--- config.mk ---
export PLATFORM = sky130hd
export DESIGN_NAME = npu_pipe_ctrl
export DESIGN_NICKNAME = d
export VERILOG_FILES = /design/src/rtl/npu_pipe_ctrl.sv
export SDC_FILE = /design/constraint.sdc
export NUM_CORES = 1
export LEC_CHECK = 0
export CAP_MARGIN = 20
export CORE_AREA = 2 2 52 54
export CTS_CLUSTER_DIAMETER = 100
export DETAILED_ROUTE_END_ITERATION = 10
export DIE_AREA = 0 0 54 56
export HOLD_SLACK_MARGIN = 0.1
export PLACE_DENSITY = 0.7
export REMOVE_ABC_BUFFERS = 1
export SLEW_MARGIN = 20
export SYNTH_ARGS = -nofsm -noshare
export SYNTH_HDL_FRONTEND = slang
export SYNTH_SLANG_ARGS = --single-unit
--- constraint.sdc ---
create_clock -name clk -period 4.8 [get_ports clk]
set_clock_uncertainty 0.05 [all_clocks]
set_input_delay 0.96 -clock clk [delete_from_list [all_inputs] [get_ports clk]]
set_output_delay 0.96 -clock clk [all_outputs]
set_load 0.005 [all_outputs]
--- src/rtl/npu_pipe_ctrl.sv ---
// Valid/ready sequencer for a chain of external datapath pipeline registers.
// Emits per-stage load enables, collapses bubbles, honours backpressure and flush, and counts tiles.
module npu_pipe_ctrl #(
    parameter int STAGES = 4,
    parameter int CNT_W  = 8,
    parameter int OCC_W  = 5
) (
    input  logic              clk,
    input  logic              reset,
    input  logic              in_valid,
    input  logic              in_last,
    output logic              in_ready,
    output logic              out_valid,
    output logic              out_last,
    input  logic              out_ready,
    input  logic              flush,
    output logic [STAGES-1:0] stage_en,
    output logic [OCC_W-1:0]  occupancy,
    output logic              busy,
    output logic              tile_done,
    output logic [CNT_W-1:0]  tile_count
);

    logic [STAGES-1:0] v;
    logic [STAGES-1:0] l;
    logic [STAGES-1:0] adv;
    logic [STAGES-1:0] u;
    logic [STAGES-1:0] lin;
    logic              run;
    logic              xfer_last;

    // A stage advances unless it and every stage downstream of it is full and the consumer stalls.
    always_comb begin
        logic full_tail;
        full_tail = 1'b1;
        adv       = '0;
        for (int i = STAGES - 1; i >= 0; i--) begin
            full_tail = full_tail & v[i];
            adv[i]    = out_ready | ~full_tail;
        end
    end

    always_comb begin
        u      = '0;
        lin    = '0;
        u[0]   = in_valid;
        lin[0] = in_last;
        for (int i = 1; i < STAGES; i++) begin
            u[i]   = v[i-1];
            lin[i] = l[i-1];
        end
    end

    assign run       = reset & ~flush;
    assign in_ready  = run & adv[0];
    assign stage_en  = run ? (adv & u) : '0;
    assign out_valid = run & v[STAGES-1];
    assign out_last  = out_valid & l[STAGES-1];
    assign busy      = reset & ((|v) | in_valid);
    assign xfer_last = out_valid & out_ready & l[STAGES-1];

    always_comb begin
        occupancy = '0;
        for (int i = 0; i < STAGES; i++) begin
            occupancy = occupancy + OCC_W'(v[i]);
        end
        if (!reset) begin
            occupancy = '0;
        end
    end

    always_ff @(posedge clk or negedge reset) begin
        if (!reset) begin
            v <= '0;
            l <= '0;
        end else if (flush) begin
            v <= '0;
            l <= '0;
        end else begin
            for (int i = 0; i < STAGES; i++) begin
                if (adv[i]) begin
                    v[i] <= u[i];
                    l[i] <= u[i] & lin[i];
                end
            end
        end
    end

    always_ff @(posedge clk or negedge reset) begin
        if (!reset) begin
            tile_done  <= 1'b0;
            tile_count <= '0;
        end else begin
            tile_done <= xfer_last;
            if (xfer_last) begin
                tile_count <= tile_count + CNT_W'(1);
            end
        end
    end

endmodule

==> run metrics <==
outcome=finished clean; drt via density=between 4 and 5; worst path required time=approximately 3.8 ns; crit-path max FO=13; Psw=slightly above 0.06 mW; Worst-path clk slew=about 0.11 ns; Setup TNS Final=0 ns; Comb power frac=about 10%; hold crit path type=register to register; CORE AREA=~2400 um2; Clock Path Buffers=2; maximum clock rate=between 200 and 300 MHz; Storage cell area=425 um2; postcts setup bufs=0; Hold-fix buffers, CTS=0; synthesis-to-layout area growth=29.9%; sequential-to-total area share from yosys stat=between 40% and 50%; Synth Register Bits=17; PortBufs=25; final design utilization=49.4%; worst IR drop on VDD=about 0.00014 V; mean area per synthesized cell=about 11 um2; Via Count=between 600 and 700; top layer in use=met3; sequential share of power=between 50% and 60%; power per cell area=between 200 and 250 nW/um2; Die Area=3020 um2; Layout Nets=about 120; RSZ-0062 raised after global routing=false; Lkg Pwr=between 0.5 and 0.6 nW; Syn. warnings=0; largest net degree at the start of global routing=14; max-slew violations=0; ys flop type=dfrtp_1; Placement Rows=18; number of antenna diodes=0; # resized after CTS=0; worst skew pair latency=roughly 0.29 ns; WL final=1840 um; routed wl met2=about 890 um; layout cell share with drive strength beyond 1=6.25%; number of routed nets with antenna violations=0; endpoints failing setup=0; Clock power frac=slightly above 30%; Final Cycle Share=78.8%; GP Congestion=0.791; Switching Fraction=approximately a quarter; Num CTS Buffers=3; Startpoint Class=primary input; Clock Tree Root=clkbuf_4; Avg WL per Cell=13.0 um; area occupied by multi-input gates=roughly 440 um2; Power Internal=between 0.15 and 0.2 mW; Final min period=3.78 ns; Die W=between 50 and 60 um; CP Class=primary input to output port; vias in the first global route=700; HPWL Detailed=approximately 1400 um; Metal-1 WL=a little over 800 um; CTS tree=done; filler cell count=roughly 250; first drt pass iteration count=4; CTS sink count=17; Initial Util=a little under two fifths; final hold viol count=0; grt ovf=0; async set or reset register ratio after synthesis=between 90% and 100%; antenna violations before repair=0; Post-route DRC=0; Synth cell types=27; GR Util All Layers=between 10% and 20%; Post-Syn Area=~920 um2; Post-Synthesis Cells=86; Die Ht=56 um; Worst Setup End Kind=output port; H-tree Lvls=1; number of flops mapped to enable cells by yosys=0; first-pass GRT wire length=3220 um; CP arrival=~2.8 ns; initial DRC count=5; num ports=28; WL met3=~130 um; Max Cap Viol=0
-- power groups by stage --
stage	combinational, mW	clock (mW)	sequential, mW
detailed placement	0.0253	0	0.150
finish	0.0250	0.0779	0.147
global route	0.0290	0.0889	0.148
CTS	0.0255	0.0815	0.147
global placement	0.0248	0	0.150
floorplan	0.00799	0	0.150
-- critical path, cell delays in order --
cell and delay [ns]:
clkdlybuf4s50_1 0.77, and4b_1 0.47, clkdlybuf4s50_1 0.57
-- sequential cells by signal, summed over array words and instances, names as in the netlist --
signal      cells
tile_count      8
l               4
v               4
tile_done       1
-- cell families (layout without fill, tap and decap cells) --
logic type	count (synthesis)	in the layout	synth area share, %
AND/OR/NAND/NOR	37	37	24.6
XOR/XNOR	7	7	6.63
AO/OA/AOI/OAI	9	9	5.82
other	1	2	0.406
adder cells (fa/ha/maj)	5	5	7.58
multiplexers	1	1	1.62
flip-flops	17	17	46.0
buffers and inverters	9	34	7.31
-- cell type report --
cell class,count,area share [%]
timing repair buffer,26,21.5
sequential,17,35.4
tap,30,3.13
clock inverter,1,0.625
inverter,4,1.25
multi-input combinational,61,36.3
clock buffer,3,1.88
-- path summary, 6_finish.rpt --
kind,to,slack [ns],cells past startpoint,from
max in group asynchronous,tile_count[1]$_DFFE_PN0P_,3.23,2,reset
setup reg to reg,tile_count[1]$_DFFE_PN0P_,3.25,3,v[3]$_DFFE_PN0P_
hold reg to reg,tile_count[7]$_DFFE_PN0P_,0.44,1,tile_count[7]$_DFFE_PN0P_
setup / recovery,out_last,1.02,3,reset
hold / removal,tile_count[7]$_DFFE_PN0P_,0.44,1,tile_count[7]$_DFFE_PN0P_
min in group asynchronous,v[1]$_DFFE_PN0P_,0.94,1,reset
-- per-stage QoR --
step / setup WS (ns) / hold slack [ns] / cells / cell area, um2 / power [mW]
after CTS: 0.973 / 0.439 / 142 / 1200 / 0.254
after detailed placement: 0.981 / 0.420 / 138 / 1170 / 0.176
after floorplan: 2.30 / 0.418 / 82 / 876 / 0.158
after global routing: 0.866 / 0.450 / 142 / 1200 / 0.266
final: 1.02 / 0.440 / 142 / 1200 / 0.250
after global placement: 1.00 / 0.413 / 138 / 1170 / 0.175
-- per-layer routing --
| metal | track usage [%] | vias up |
|---|---|---|
| met5 | 0 | - |
| met4 | 5.36 | 0 |
| met3 | 3.76 | 0 |
| met2 | 21.3 | 25 |
| met1 | 19.5 | 322 |
| li1 | - | 346 |
-- placed cells by master (no fill, tap or decap) --
cell	n
clkdlybuf4s50_1	25
dfrtp_1	17
xnor2_1	7
nand3_1	7
a21oi_1	7
and2_1	6
and3_1	5
inv_1	4
nand4_1	4
ha_1	4
nand2_1	3
nor2_1	3
clkbuf_4	3
and4b_1	2
conb_1	2
nand3b_1	1
and2b_1	1
nand4b_1	1
o41a_1	1
nand2_4	1
nand2b_1	1
and4_1	1
mux2_4	1
nor2b_1	1
o211ai_1	1
fa_1	1
clkinvlp_4	1
buf_4	1
-- cells in the mapped netlist (all sizes together) (2+ instances only) --
cell type | count | area (um2)
nor2 | 3 | 11.3
a21oi | 7 | 35.0
ha | 4 | 50.1
xnor2 | 7 | 61.3
nand4 | 4 | 25.0
dfrtp | 17 | 425
buf | 5 | 52.5
and3 | 5 | 31.3
and2 | 6 | 37.5
nand2 | 4 | 22.5
inv | 4 | 15.0
and4b | 2 | 20.0
nand3 | 7 | 35.0
Note: power is estimated with default switching activity, not from simulation.
